==> src/rtl/run_monitor.sv <==
// Run monitor: watches a CPU fetch stream and ends the run on exit syscall,
// end address, spin loop or watchdog timeout, then freezes its report.
module run_monitor #(
   parameter int unsigned     PC_W       = 32,
   parameter int unsigned     CNT_W      = 32,
   parameter int unsigned     MAX_CYCLES = 1000,
   parameter int unsigned     SPIN_LIMIT = 4,
   parameter logic [PC_W-1:0] END_ADDR   = '1
) (
   input  logic             clk,
   input  logic             reset,
   input  logic             fetch_valid,
   input  logic [PC_W-1:0]  pc,
   input  logic [31:0]      instr,
   input  logic [31:0]      sys_code,
   output logic             done,
   output logic             pass,
   output logic [1:0]       halt_cause,
   output logic [PC_W-1:0]  halt_pc,
   output logic [CNT_W-1:0] cycle_count,
   output logic [CNT_W-1:0] instr_count
);

   typedef enum logic [1:0] {ARMED = 2'd0, RUN = 2'd1, DONE = 2'd2} state_t;

   localparam logic [1:0] CAUSE_EXIT    = 2'd0;
   localparam logic [1:0] CAUSE_END     = 2'd1;
   localparam logic [1:0] CAUSE_SPIN    = 2'd2;
   localparam logic [1:0] CAUSE_TIMEOUT = 2'd3;

   localparam logic [3:0] SPIN_MAX = 4'(SPIN_LIMIT);
   // Widened so a limit beyond the counter range can never match a truncated value.
   localparam logic [CNT_W+31:0] MAX_WIDE = (CNT_W+32)'(MAX_CYCLES);

   state_t           state_reg;
   logic [3:0]       spin_reg;
   logic [PC_W-1:0]  prev_pc_reg;

   logic             active;
   logic             fetch;
   logic [CNT_W-1:0] cycle_next;
   logic [CNT_W-1:0] instr_next;
   logic [3:0]       spin_next;
   logic             hit_exit;
   logic             hit_end;
   logic             hit_spin;
   logic             hit_timeout;
   logic [1:0]       cause_next;

   always_comb begin
      // The arming fetch is treated exactly like a fetch taken in RUN.
      active      = (state_reg == RUN) || ((state_reg == ARMED) && fetch_valid);
      fetch       = active && fetch_valid;
      cycle_next  = (&cycle_count) ? cycle_count : cycle_count + CNT_W'(1);
      instr_next  = (&instr_count) ? instr_count : instr_count + CNT_W'(1);
      spin_next   = (pc == prev_pc_reg) ? spin_reg + 4'd1 : 4'd1;
      hit_exit    = fetch && (instr == 32'h0000_000C) && (sys_code == 32'd10);
      hit_end     = fetch && (pc == END_ADDR);
      hit_spin    = fetch && (spin_next == SPIN_MAX);
      hit_timeout = active && ((CNT_W+32)'(cycle_next) == MAX_WIDE);
      if (hit_exit)
         cause_next = CAUSE_EXIT;
      else if (hit_end)
         cause_next = CAUSE_END;
      else if (hit_spin)
         cause_next = CAUSE_SPIN;
      else
         cause_next = CAUSE_TIMEOUT;
   end

   always_ff @(posedge clk or posedge reset) begin
      if (reset) begin
         state_reg   <= ARMED;
         done        <= 1'b0;
         pass        <= 1'b0;
         halt_cause  <= CAUSE_EXIT;
         halt_pc     <= '0;
         cycle_count <= '0;
         instr_count <= '0;
         spin_reg    <= 4'd0;
         prev_pc_reg <= '0;
      end else if (active) begin
         state_reg   <= RUN;
         cycle_count <= cycle_next;
         if (fetch) begin
            instr_count <= instr_next;
            spin_reg    <= spin_next;
            prev_pc_reg <= pc;
         end
         if (hit_exit || hit_end || hit_spin || hit_timeout) begin
            state_reg  <= DONE;
            done       <= 1'b1;
            halt_cause <= cause_next;
            pass       <= (cause_next != CAUSE_TIMEOUT);
            // A timeout with no fetch this cycle reports the last fetched pc.
            halt_pc    <= fetch ? pc : prev_pc_reg;
         end
      end
   end

endmodule

==> config.mk <==
export PLATFORM = sky130hd
export DESIGN_NAME = run_monitor
export DESIGN_NICKNAME = d
export VERILOG_FILES = /design/src/rtl/run_monitor.sv
export SDC_FILE = /design/constraint.sdc
export NUM_CORES = 1
export LEC_CHECK = 0
export BUFFER_PORTS_ARGS = -buffer_cell sky130_fd_sc_hd__buf_2
export CAP_MARGIN = 15
export CORE_MARGIN = 10
export CORE_UTILIZATION = 40
export CTS_BUF_LIST = sky130_fd_sc_hd__clkbuf_8
export DETAILED_ROUTE_END_ITERATION = 6
export GPL_TIMING_DRIVEN = 0
export HOLD_SLACK_MARGIN = 0.15
export PLACE_DENSITY = 0.65
export SKIP_CTS_REPAIR_TIMING = 1
export SLEW_MARGIN = 0
export SYNTH_ARGS = -nofsm -noshare
export SYNTH_HDL_FRONTEND = slang
export SYNTH_SLANG_ARGS = --single-unit
==> constraint.sdc <==
create_clock -name clk -period 4.75 [get_ports clk]
set_input_delay 0.95 -clock clk [delete_from_list [all_inputs] [get_ports clk]]
set_output_delay 0.95 -clock clk [all_outputs]
set_load 0.02 [all_outputs]
# Word level (Yosys, flattened, before mapping)
# Cells that the tools add are included.
# totals
input_bits	99
elab_cells	45
output_inout_bits	100
reg_bits	138
# op_classes
n_mux	7
reduce_logical	17
n_addsub	3
bitwise_logic	1
n_eq_ne	8
# op_table
operator	count
$add A32 B1 Y32 const B	2
$eq A32 B4 Y1 const B	2
$mux W32	2
$reduce_and A32 Y1	2
$eq A32 B10 Y1 const B	1
$eq A32 B32 Y1	1
$eq A32 B32 Y1 const B	1
$logic_and A1 B1 Y1	7
$mux W2	3
$add A4 B1 Y4 const B	1
$eq A4 B3 Y1 const B	1
$logic_or A1 B1 Y1	4
$mux W4	1
$reduce_and A2 Y1	2
$reduce_and A3 Y1	1
$eq A2 B1 Y1 const B	1
$logic_not A2 Y1	1
$ne A2 B2 Y1 const B	1
$mux W1	1
$not A1 Y1	1

# Depth between registers and ports, before layout
# logic_depth
ltp_word	10
depth_mapped	12
ltp_nobuf	9

# Worst setup path before layout
# OpenSTA, ideal clock, no wires.
# synth_timing
kind	register to register
from	register cycle_count[0]
to	register halt_pc[10]
t_arrival_ps	3429
required_ps	4625
path_slack_ps	1196
setup_ps	125
stages_incl_launch_ff	13
period_less_slack_ps	3554
path_cell_list	dfrtp_1 > ha_1 > buf_2 > nand4_2 > or4_1 > buf_2 > nor4_1 > xnor2_1 > o2111ai_2 > nor4b_4 > a31oi_4 > buf_6 > mux2_4
# synth_via
elab_chain_len	6
elab_cells_between_ends	7
# synth_rtl
element	line	text
start, declared	20	output logic [CNT_W-1:0] cycle_count,
start signal, assigned	84	cycle_count <= cycle_next;
$add A32 B1 Y32 / $reduce_and A32 Y1 (equally long branches)	54	cycle_next = (&cycle_count) ? cycle_count : cycle_count + CNT_W'(1);
$mux W32 (*)	54	
$eq A32 B10 Y1 (*)	60	hit_timeout = active && ((CNT_W+32)'(cycle_next) == MAX_WIDE);
$logic_and A1 B1 Y1 (*)	60	
$logic_or A1 B1 Y1 (*)	90	if (hit_exit || hit_end || hit_spin || hit_timeout) begin
$reduce_and A2 Y1 (no source line) (*)	--	
end signal, assigned	96	halt_pc <= fetch ? pc : prev_pc_reg;
end, declared	19	output logic [PC_W-1:0] halt_pc,
# Mark *: on every way between the ends. The rest lies on a longest branch, timed or not.
# A chain may end at the register's enable or synchronous reset.

# Worst setup path after layout
# layout_timing
from	register cycle_count[0]
to	register halt_pc[20]
# Same word-level chain as after synthesis.

==> impl_metrics.json <==
{
  "synth_area_leader_cell": "dfrtp_1",
  "crit_path_start_kind": "flip-flop",
  "swShare_pct": 32.81,
  "synthesis.nets": 826,
  "fin_crit_sh_pct": 87.29,
  "place_congestion": 0.8981,
  "post-route-cell-area_um2": 8994,
  "dp_hpwl_um": 16650,
  "synthMuxAreaShare_pct": 6.921,
  "ys_types": 59,
  "reg2reg_to": "halt_pc[20]",
  "synth_top_area_share_pct": 47.52,
  "p_sw_uw": 968.0,
  "core_area_um2": 17900,
  "grt_start_max_net_pins": 75,
  "crit_path_max_fanout": 10,
  "p_int_mw": 1.983,
  "rr_worst_depth": 11,
  "critPathSlowestCell": "a2111oi_1",
  "ir_drop_uv": 251.4,
  "power.leakage_nw": 4.444,
  "drc_errors": 0,
  "synth-simple-area-share_pct": 26.00,
  "path_cells": "ha_1, buf_2, nand4_2, nor4_4, a31oi_1, a2111oi_1, o2111ai_2, nor4b_4, a31oi_4, buf_6, mux2_4",
  "cts-root-buf": "clkbuf_8",
  "start_util_pct": 40.59,
  "dpl_worst_slack_ns": 0.7242,
  "cts_tree": "yes",
  "synthAdderAreaFrac_pct": 0.5165,
  "reg2reg_setup_slack_ns": 0.60,
  "cts_max_level": 4,
  "synthFlopType": "dfrtp_1",
  "grt_pass1_vias": 6494,
  "routed-via-count": 6300,
  "cts_buffer_depth": 2,
  "postLayoutSetupSlackWorst_ns": 0.6038,
  "synth_top_family_by_area": "simple AND/OR/NAND/NOR gates",
  "ant_nets": 0,
  "dr.first_iter.drc_count": 363,
  "yosys-top-cells-area": "dfrtp_1 48%, xnor2_1 9.2%, nand2_1 7.0%",
  "slew_headroom_pct": 44.03,
  "power_density_nw_per_um2": 328.1,
  "seqPwrFrac_pct": 45.8,
  "finalHoldViolations": 0,
  "slew_viol_final": 0,
  "clockPowerShare_pct": 34.6,
  "crit_path_end": "halt_pc[20]",
  "final_layout_size_suffix_gt1_share_pct": 30.05,
  "antenna_found_initial": 0,
  "io_pins": 199,
  "row_count": 49,
  "synthXorXnorAreaFrac_pct": 11.81,
  "drv_cap": 0,
  "cts.clk_slew.worst_paths_ns": 0.09,
  "synth-async-reset-ratio_pct": 100.0,
  "via_per_inst": 5.321,
  "fin_nets": 1044,
  "die_h_um": 154.8,
  "min_period_ns": 4.146,
  "yosysSeqAreaShare_pct": 47.52,
  "yosysWarnings": 0,
  "synth_edf_count": 0,
  "yosysMostFrequentCell": "dfrtp_1",
  "setup_violations": 0,
  "grt_usage_pct": 17.83,
  "tightest_slew_ns": 0.8374,
  "dr.pass1.iters": 5,
  "die-area_um2": 23960,
  "hold_depth": 1,
  "die_x_um": 154.8,
  "mappedNetlistArea_um2": 7267,
  "syn_inst": 724,
  "cp-end-kind": "flip-flop",
  "startpoint": "cycle_count[0]",
  "rsz0062_at_grt": "false",
  "cp_data_required_time_ns": 5.10,
  "critical_path_arrival_ns": 4.49,
  "synth_compound_area_share_pct": 5.028,
  "grt_pass1_wl_um": 34950,
  "portBuffers": 198,
  "hp-class": "reg2reg",
  "wl_per_cell_um": 18.14,
  "path_class": "reg2reg",
  "max_freq_mhz": 241.2,
  "syn_avg_cell_area_um2": 10.04,
  "synth_common_cells": "138 x dfrtp_1, 135 x nand2_1, 76 x xnor2_1",
  "finalSetupTns_ns": 0,
  "wirelength_um": 21480,
  "clock-sinks": 138,
  "cp_slowest_stage_delay_ns": 0.79,
  "insertion_delay_ns": 0.46,
  "outcome": "finished clean",
  "grt-ovfl-total": 0,
  "ys_ff_latch": 138,
  "place_area_um2": 8577,
  "syn2layout_area_growth_pct": 23.76,
  "clock_skew_ns": 0.01487,
  "n_antenna_cell": 0,
  "cts_buffers": 17,
  "combPwrFrac_pct": 19.6,
  "reg2reg_from": "cycle_count[0]"
}
==> worst min-delay path by stage <==
stage | from | endpoint | slack, ns
after floorplan | state_reg[0] | state_reg[0] | 0.46
final | instr_count[31] | instr_count[31] | 0.49
after CTS | instr_count[31] | instr_count[31] | 0.49
after global placement | pass | pass | 0.47
after global routing | instr_count[31] | instr_count[31] | 0.51
after detailed placement | pass | pass | 0.47
==> power by group through the flow <==
stage / clock, mW / combinational (mW) / sequential, mW
after floorplan: 0 / 0.300 / 1.42
after global placement: 0 / 0.573 / 1.37
after detailed placement: 0 / 0.582 / 1.37
after CTS: 1.05 / 0.585 / 1.35
after global routing: 1.11 / 0.641 / 1.36
final: 1.02 / 0.578 / 1.35
==> placed cells by master, fill, tap and decap left out, types with 3 or more instances in the layout <==
master / Yosys / routed
xor2_1: 22 / 22
and2_1: 5 / 5
a21oi_1: 6 / 6
nand4_1: 42 / 42
nor4_1: 37 / 37
mux2_2: 6 / 6
o21ai_0: 6 / 6
nor3_1: 20 / 20
or2_2: 3 / 3
inv_1: 8 / 7
inv_6: 0 / 5
ha_1: 3 / 3
or4_1: 4 / 4
nand3_1: 37 / 37
xnor2_1: 76 / 76
buf_2: 5 / 203
nand2b_1: 7 / 7
clkbuf_8: 0 / 19
nor2_1: 38 / 38
and3_1: 13 / 13
a31oi_1: 8 / 8
buf_6: 3 / 3
and4_1: 6 / 6
mux2_4: 27 / 27
nand2_1: 135 / 135
clkbuf_1: 18 / 18
mux2i_1: 3 / 3
dfrtp_1: 138 / 138
nor3_2: 3 / 3
inv_8: 0 / 3
nor4b_1: 3 / 3
==> worst max-delay path: cells and delay by family, from the launching register on <==
| kind | cells | cell delay (ns) |
|---|---|---|
| flops | 1 | 0.52 |
| buf+inv | 2 | 0.44 |
| simple gates | 3 | 1.08 |
| fa+ha+maj | 1 | 0.19 |
| mux | 1 | 0.30 |
| compound gates | 4 | 1.48 |
==> metal layers <==
layer / up-vias / global-route usage (%) / share of wire (%)
met2: 205 / 28.91 / 48
met3: 33 / 5.269 / 6.6
li1: 3027 / - / -
met1: 3035 / 22.56 / 44
met5: - / 0 / 0
met4: 0 / 4.948 / 1.5
==> cells by family (layout without fill, tap and decap cells) <==
group	Yosys count	in the layout
buf+inv	35	266
fa+ha+maj	3	3
compound gates	48	48
xor+xnor	98	98
flops	138	138
simple gates	366	366
mux	36	36
==> area by class of cell <==
class	count	area, um^2
plain buffers	27	130.1
clock buffers	19	261.5
clock inverters	13	155.1
fillers	1711	8909
inverters	8	35.03
multi-input cells	551	3654
flip-flops and latches	138	3453
well taps	229	286.5
repair buffers	199	1018
==> per-stage QoR <==
step                      hold slack, ns  total power, mW  std cells  utilization (%)
after floorplan                   0.4648            1.723        724                -
after global placement            0.4652            1.942       1151            47.73
after detailed placement          0.4723            1.954       1152            47.91
after CTS                         0.4907            2.987       1184            50.24
after global routing              0.5105            3.113       1184            50.24
final                             0.4900            2.951       1184            50.24
(Power assumes the default switching activity.)
